`src/rtl/uart_tx_serializer_pkg.sv`:
```
// Shared UART definitions: FSM state encoding, frame shape and baud defaults.
package uart_tx_serializer_pkg;

    typedef enum logic [1:0] {
        ST_IDLE  = 2'd0,
        ST_START = 2'd1,
        ST_DATA  = 2'd2,
        ST_STOP  = 2'd3
    } uart_state_t;

    // 8N1 frame shape
    localparam int DATA_BITS = 8;
    localparam int STOP_BITS = 1;

    // 9600 baud at 48 MHz; the formal/simulation build uses a short bit period
    localparam int CLOCKS_PER_BIT_DEFAULT = 5000;
    localparam int CLOCKS_PER_BIT_FORMAL  = 8;

endpackage

```
`src/rtl/tx_bit_timer.sv`:
```
// Bit-period timer for the transmitter: counts 0..CLOCKS_PER_BIT-1 while a
// frame is in progress and flags the last clock of every bit. Unlike the Rx
// sampling strobe it starts at zero, so bit_end marks the end of a full bit.
module tx_bit_timer
    import uart_tx_serializer_pkg::*;
#(
    parameter int CLOCKS_PER_BIT = CLOCKS_PER_BIT_DEFAULT
) (
    input  logic clk,
    input  logic reset,
    input  logic enable,
    input  logic restart,
    output logic bit_end
);

    localparam int CNT_W = (CLOCKS_PER_BIT > 1) ? $clog2(CLOCKS_PER_BIT) : 1;
    localparam logic [CNT_W-1:0] LAST_COUNT = CNT_W'(CLOCKS_PER_BIT - 1);

    logic [CNT_W-1:0] count;

    assign bit_end = (count == LAST_COUNT);

    // Counter: held at 0 when idle or restarted, wraps to 0 at the end of each bit
    always_ff @(posedge clk or posedge reset) begin
        // NOTE: sequential state uses non-blocking (<=) so every register samples pre-edge values.
        if (reset) begin
            count <= '0;
        end else if (restart || !enable || bit_end) begin
            count <= '0;
        end else begin
            count <= count + CNT_W'(1);
        end
    end

endmodule

```
`src/rtl/uart_tx_serializer.sv`:
```
// UART transmitter: accepts a byte on a valid/ready handshake and sends it as
// one 8N1 frame (start, 8 data bits LSB first, stop), each bit CLOCKS_PER_BIT
// clocks long. All outputs are registered.
module uart_tx_serializer
    import uart_tx_serializer_pkg::*;
#(
    parameter int CLOCKS_PER_BIT = CLOCKS_PER_BIT_DEFAULT
) (
    input  logic       clk,
    input  logic       reset,
    input  logic [7:0] tx_data,
    input  logic       tx_valid,
    output logic       tx_ready,
    output logic       tx,
    output logic       tx_busy
);

    localparam int IDX_W = $clog2(DATA_BITS);
    localparam logic [IDX_W-1:0] LAST_IDX = IDX_W'(DATA_BITS - 1);

    uart_state_t          state, state_nxt;
    logic [DATA_BITS-1:0] shift, shift_nxt;
    logic [IDX_W-1:0]     bit_idx, bit_idx_nxt;
    logic                 tx_nxt;
    logic                 handshake;
    logic                 bit_end;

    // tx_ready is high only in IDLE, so a handshake can never collide with a STOP bit_end
    assign handshake = tx_valid & tx_ready;

    tx_bit_timer #(
        .CLOCKS_PER_BIT(CLOCKS_PER_BIT)
    ) u_bit_timer (
        .clk    (clk),
        .reset  (reset),
        .enable (state != ST_IDLE),
        .restart(handshake),
        .bit_end(bit_end)
    );

    // Next-state, shift register and line value for the coming cycle
    always_comb begin
        // NOTE: every signal gets a default first so no path leaves one unassigned (no latches).
        state_nxt   = state;
        shift_nxt   = shift;
        bit_idx_nxt = bit_idx;
        tx_nxt      = 1'b1;

        case (state)
            ST_IDLE: begin
                if (handshake) begin
                    state_nxt   = ST_START;
                    shift_nxt   = tx_data;
                    bit_idx_nxt = '0;
                end
            end
            ST_START: begin
                if (bit_end) state_nxt = ST_DATA;
            end
            ST_DATA: begin
                if (bit_end) begin
                    if (bit_idx == LAST_IDX) begin
                        state_nxt = ST_STOP;
                    end else begin
                        shift_nxt   = shift >> 1;
                        bit_idx_nxt = bit_idx + IDX_W'(1);
                    end
                end
            end
            ST_STOP: begin
                if (bit_end) state_nxt = ST_IDLE;
            end
            default: state_nxt = ST_IDLE;
        endcase

        // Registered line value follows the state being entered
        case (state_nxt)
            ST_START: tx_nxt = 1'b0;
            ST_DATA:  tx_nxt = shift_nxt[0];
            default:  tx_nxt = 1'b1;
        endcase
    end

    // State, datapath and output registers
    always_ff @(posedge clk or posedge reset) begin
        if (reset) begin
            state    <= ST_IDLE;
            shift    <= '0;
            bit_idx  <= '0;
            tx       <= 1'b1;
            tx_ready <= 1'b1;
            tx_busy  <= 1'b0;
        end else begin
            state    <= state_nxt;
            shift    <= shift_nxt;
            bit_idx  <= bit_idx_nxt;
            tx       <= tx_nxt;
            tx_ready <= (state_nxt == ST_IDLE);
            tx_busy  <= (state_nxt != ST_IDLE);
        end
    end

endmodule

```
`config.mk`:
```
export PLATFORM = sky130hd
export DESIGN_NAME = uart_tx_serializer
export DESIGN_NICKNAME = d
export VERILOG_FILES = /design/src/rtl/uart_tx_serializer_pkg.sv /design/src/rtl/tx_bit_timer.sv /design/src/rtl/uart_tx_serializer.sv
export SDC_FILE = /design/constraint.sdc
export NUM_CORES = 1
export LEC_CHECK = 0
export ABC_AREA = 0
export CAP_MARGIN = 20
export CORE_MARGIN = 2
export CORE_UTILIZATION = 35
export DETAILED_ROUTE_END_ITERATION = 6
export PLACE_DENSITY = 0.6
export SLEW_MARGIN = 20
export SYNTH_ARGS = -nofsm -noshare
export SYNTH_HDL_FRONTEND = slang
export SYNTH_HIERARCHICAL = 1
export SYNTH_SLANG_ARGS = --single-unit
```
`constraint.sdc`:
```
create_clock -name clk -period 2.5 [get_ports clk]
set_input_delay 0.5 -clock clk [delete_from_list [all_inputs] [get_ports clk]]
set_output_delay 0.5 -clock clk [all_outputs]
set_load 0.02 [all_outputs]
```
# == After elaboration in Yosys (flattened, before gate mapping) ==
# Index checks and enable logic that the tools add are counted.
# word_totals
reg_bits,29
in_bits,11
out_inout_bits,3
elab_cells,46
# classes
n_addsub,2
n_eq_ne,10
n_mux,16
n_bitwise,1
reduce_logical,9
# ops
op,n
$mux W8,3
$pmux W8 S2,1
$add A13 B1 Y13 const B,1
$eq A13 B13 Y1 const B,1
$mux W13,1
$mux W2,5
$mux W3,3
$pmux W2 S4,1
$eq A2 B2 Y1 const B,3
$pmux W3 S2,1
$reduce_bool A2 Y1,3
$eq A2 B1 Y1 const B,2
$logic_not A2 Y1,2
$ne A2 B1 Y1 const B,2
$reduce_and A4 Y1,1
$add A3 B1 Y3 const B,1
$eq A3 B3 Y1 const B,1
$logic_or A1 B1 Y1,2
$ne A2 B2 Y1 const B,1
$pmux W1 S2,1
$and A1 B1 Y1,1
$logic_not A1 Y1,1

# == Depth between registers and ports, before layout ==
# Gate-level depths: netlist (run 1).
# depth
depth_word,6
ltp_mapped,7
mapped_depth_nobuf,6

# == Cells and area by module ==
# The synthesis (run 1) kept the hierarchy.
# modules_own_cells
module,instances,cells_per_inst,area_each_um2,seq_area_each_um2
uart_tx_serializer,1,66,822.0,402.9
tx_bit_timer,1,64,630.6,325.3

# == Worst setup path after synthesis (run 1) ==
# No wires, ideal clock.
# synth_path
path_type,register -> register
from,register u_bit_timer.count[10]
to,register bit_idx[0]
setup_ns,0.125
arrival_time_ns,2.150
required_time_ns,2.375
slack_ns,0.225
stages_incl_launch_ff,7
path_buffers,1
path_cell_list,dfrtp_1 or4b_1 nor4_2 and4bb_1 buf_6 nor2_4 mux2_4
# synth_via
elab_chain_len,3
# synth_lines
item,line_no,rtl
start: declaration,tx_bit_timer.sv:19,logic [CNT_W-1:0] count;
start signal: assignment,tx_bit_timer.sv:31,count <= count + CNT_W'(1);
$eq A13 B13 Y1,tx_bit_timer.sv:21,assign bit_end = (count == LAST_COUNT);
via bit_end,uart_tx_serializer.sv:26,logic bit_end;
$ne A2 B1 Y1 (no line),n/a,
$reduce_and A4 Y1 (no line),n/a,
end signal: assignment,uart_tx_serializer.sv:96,bit_idx <= bit_idx_nxt;
end: declaration,uart_tx_serializer.sv:23,"logic [IDX_W-1:0] bit_idx, bit_idx_nxt;"
# The timed path passes the listed nets, and every way through them passes these cells.
# A chain may end at the register's enable or synchronous reset.

# == Worst setup path after layout (run 1) ==
# layout_path
from,register u_bit_timer.count[10]
to,register shift[4]
# layout_via
elab_chain_len,3
# layout_lines
item,line_no,rtl
$eq A13 B13 Y1,tx_bit_timer.sv:21,
via bit_end,uart_tx_serializer.sv:26,
$ne A2 B1 Y1 (no line),n/a,
$reduce_and A4 Y1 (no line),n/a,
end signal: assignment,uart_tx_serializer.sv:95,shift <= shift_nxt;
end: declaration,uart_tx_serializer.sv:22,"logic [DATA_BITS-1:0] shift, shift_nxt;"
# The timed path passes the listed nets, and every way through them passes these cells.

==> run metrics, run 1 <==
DRT Pass-1 Iters 4; post-synthesis cell count between 100 and 150; Worst Path Arrival about 2.4 ns; DIE WIDTH just under 70 um; final wirelength approximately 2600 um; Vias 988; Area contributors post-synth dfrtp_1 (47%), xnor2_1 (6.0%), a21o_1 (4.1%), nor2_1 (4.1%), dfstp_2 (3.6%); unrepaired setup endpoints after global routing no; Crit Path Max Fanout 7; Iter 0 DRT Violations 51; Critical R2R Capture shift[4]; vias in the first global route 992; reg-to-reg slack, setup about 0.34 ns; Core Area around 0.0040 mm^2; maximum vdd drop 0.378 mV; Vert. Die Dim 68.4 um; drc violations 0; gr ovfl total 0; H-tree level count 2; final setup vio count 0; Hold WC Path Type reg -> reg; Worst Skew roughly 0.0063 ns; commonest non-fill, non-tap cell in the layout dfrtp_1; setup TNS 0 ns; final cell count without fillers approximately 200; later-pin clock latency in the skew report ~0.28 ns; CTS max path bufs 2; DR vias/cell around 5.0; clock-pin slew on the worst setup and hold paths around 0.060 ns; area leader, netlist dfrtp_1; worst slew pin tran ~0.64 ns; total CTS buffers 5; routed length per instance 12.9 um; headroom to the max-slew limit roughly 57%; Unique masters post-synth 39; ant diodes 0; FF/Latch Area ~730 um^2; Synth top area share a little under half; register area share after synthesis 50.1%; Syn Nets 144; post-route ant nets 0; CP Launch Type flip-flop; dpl hpwl 1840 um; register bit total from synthesis 29; Worst Setup End Kind flip-flop; io pins 14; Placed Cells 191; initial antenna violation count 0; Fmax achieved 462 MHz; CTS resizes 0; Async S/R FF share, synth 100%; root buf cell clkbuf_8; Total Power around 1.3 mW; share of the clock period used by the worst path about 87%; Initial Util between 30% and 40%; leading cell types in the layout, fill and taps excluded dfrtp_1 (27), nor2_1 (16), clkdlybuf4s50_1 (13); Die ar. about 0.0047 mm^2; Multi-input gate area around 640 um^2; first-pass GRT wire length approximately 4500 um; Final Hold Vio Count 0; CTS sink cnt 29; Layout area overhead 19.4%; critical setup path kind reg -> reg; setup bufs post-CTS 0; largest net degree at the start of global routing 17; Main synth FF type dfrtp_1; max-cap viol count 0; PD cells between 700 and 800 mW/mm^2; share of layout cells above drive strength 1 around 15%; number of port buffers 13; Slew Viols, Final 0; WP data required 2.72 ns; Hold Buf Count CTS 0; Final GP Congestion around 0.75; R2R cell count 6; CP endpoint shift[4]; CP Launch Point u_bit_timer/count[10]; P_leak 0.800 nW; minimum clock period 2.16 ns; Synth Warn # 6; status complete, no violations; final net count ~160; gr usage total 13.6%; Syn Std Cell Area 0.00145 mm^2; cell row count 23; CTS tree yes; FF-to-FF Start u_bit_timer/count[10]; Post-synth EDFFs 0; fillers between 300 and 400; Mean Syn Cell Area 11.2 um^2
## layer usage
metal | vias to the layer above | GRT usage, % | wire length (um)
li1 | 489 | - | -
met3 | 7 | 5.43 | 108
met1 | 480 | 15.0 | 1160
met4 | 0 | 7.50 | 59
met2 | 12 | 22.0 | 1250
met5 | - | 0 | 0
## report_power, final
group	total (mW)	switching (mW)	internal, mW
clock network	0.495	0.170	0.324
logic	0.215	0.0996	0.115
registers	0.629	0.0718	0.557
## sequential cells by signal (all words and copies together), names as in the netlist
signal / cells
bit_idx: 3
tx: 1
u_bit_timer/count: 13
tx_busy: 1
state: 2
shift: 8
tx_ready: 1
## per-stage QoR
step           cell area, um^2  hold slack, ns  utilization (%)  setup WS (ns)
2_1_floorplan             1450           0.377                -          0.225
3_3_place_gp              1620           0.443             40.4          0.390
3_5_place_dp              1620           0.465             40.4          0.367
4_1_cts                   1730           0.473             43.4          0.329
5_1_grt                   1730           0.500             43.4          0.187
6_report                  1730           0.467             43.4          0.337
## cells in the mapped netlist, types with 2 or more instances
| cell | count |
|---|---|
| ha_1 | 3 |
| inv_1 | 8 |
| nor3_1 | 5 |
| buf_6 | 4 |
| xor2_1 | 2 |
| dfstp_2 | 2 |
| nand2_1 | 6 |
| nor2_1 | 16 |
| xnor2_1 | 10 |
| dfrtp_1 | 27 |
| nor2b_1 | 2 |
| nand4_1 | 2 |
| nand3_1 | 5 |
| a21o_1 | 8 |
| a22o_1 | 5 |
| o21a_1 | 2 |
## area by class of cell
class                      instances  share of cell area, %
tap                               50                   3.61
timing repair buffer              16                   8.80
multi-input combinational         88                   37.2
clock inverter                     1                   1.73
sequential                        29                   42.0
clock buffer                       7                   4.98
inverter                           8                   1.73
## critical path, stage by stage, from the launching register on
cell,delay (ns)
dfrtp_1,0.40
or4b_1,0.54
nor4_2,0.30
and4bb_1,0.43
buf_4,0.21
a22o_1,0.14
a21o_1,0.09
## cells by family (layout without fill, tap and decap cells)
group | count (synthesis) | count (layout) | synth area share (%)
simple gates | 48 | 48 | 19.7
flops | 29 | 29 | 50.1
compound gates | 23 | 23 | 13.0
buf+inv | 13 | 32 | 5.51
xor+xnor | 12 | 12 | 7.24
fa+ha+maj | 3 | 3 | 2.58
mux | 2 | 2 | 1.81
## how the worst min path moves through the flow
| stage | from | endpoint | slack (ns) | cells past startpoint |
|---|---|---|---|---|
| 6_report | u_bit_timer/count[0] | u_bit_timer/count[0] | 0.47 | 1 |
| 3_5_place_dp | u_bit_timer/count[0] | u_bit_timer/count[0] | 0.47 | 1 |
| 5_1_grt | u_bit_timer/count[0] | u_bit_timer/count[0] | 0.50 | 1 |
| 3_3_place_gp | u_bit_timer/count[0] | u_bit_timer/count[0] | 0.44 | 1 |
| 4_1_cts | u_bit_timer/count[0] | u_bit_timer/count[0] | 0.47 | 1 |
| 2_1_floorplan | reset | u_bit_timer/count[0] | 0.38 | 1 |
Power figures use the tool's default switching activity.
==> run 2, diff against run 1 <==
--- a/config.mk
+++ b/config.mk
@@ -11,7 +11,6 @@
 export CORE_UTILIZATION = 35
 export DETAILED_ROUTE_END_ITERATION = 6
 export PLACE_DENSITY = 0.6
-export SLEW_MARGIN = 20
 export SYNTH_ARGS = -nofsm -noshare
 export SYNTH_HDL_FRONTEND = slang
 export SYNTH_HIERARCHICAL = 1
==> results of run 2 <==
Final layout, timing and power as in run 1 (identical DEF).
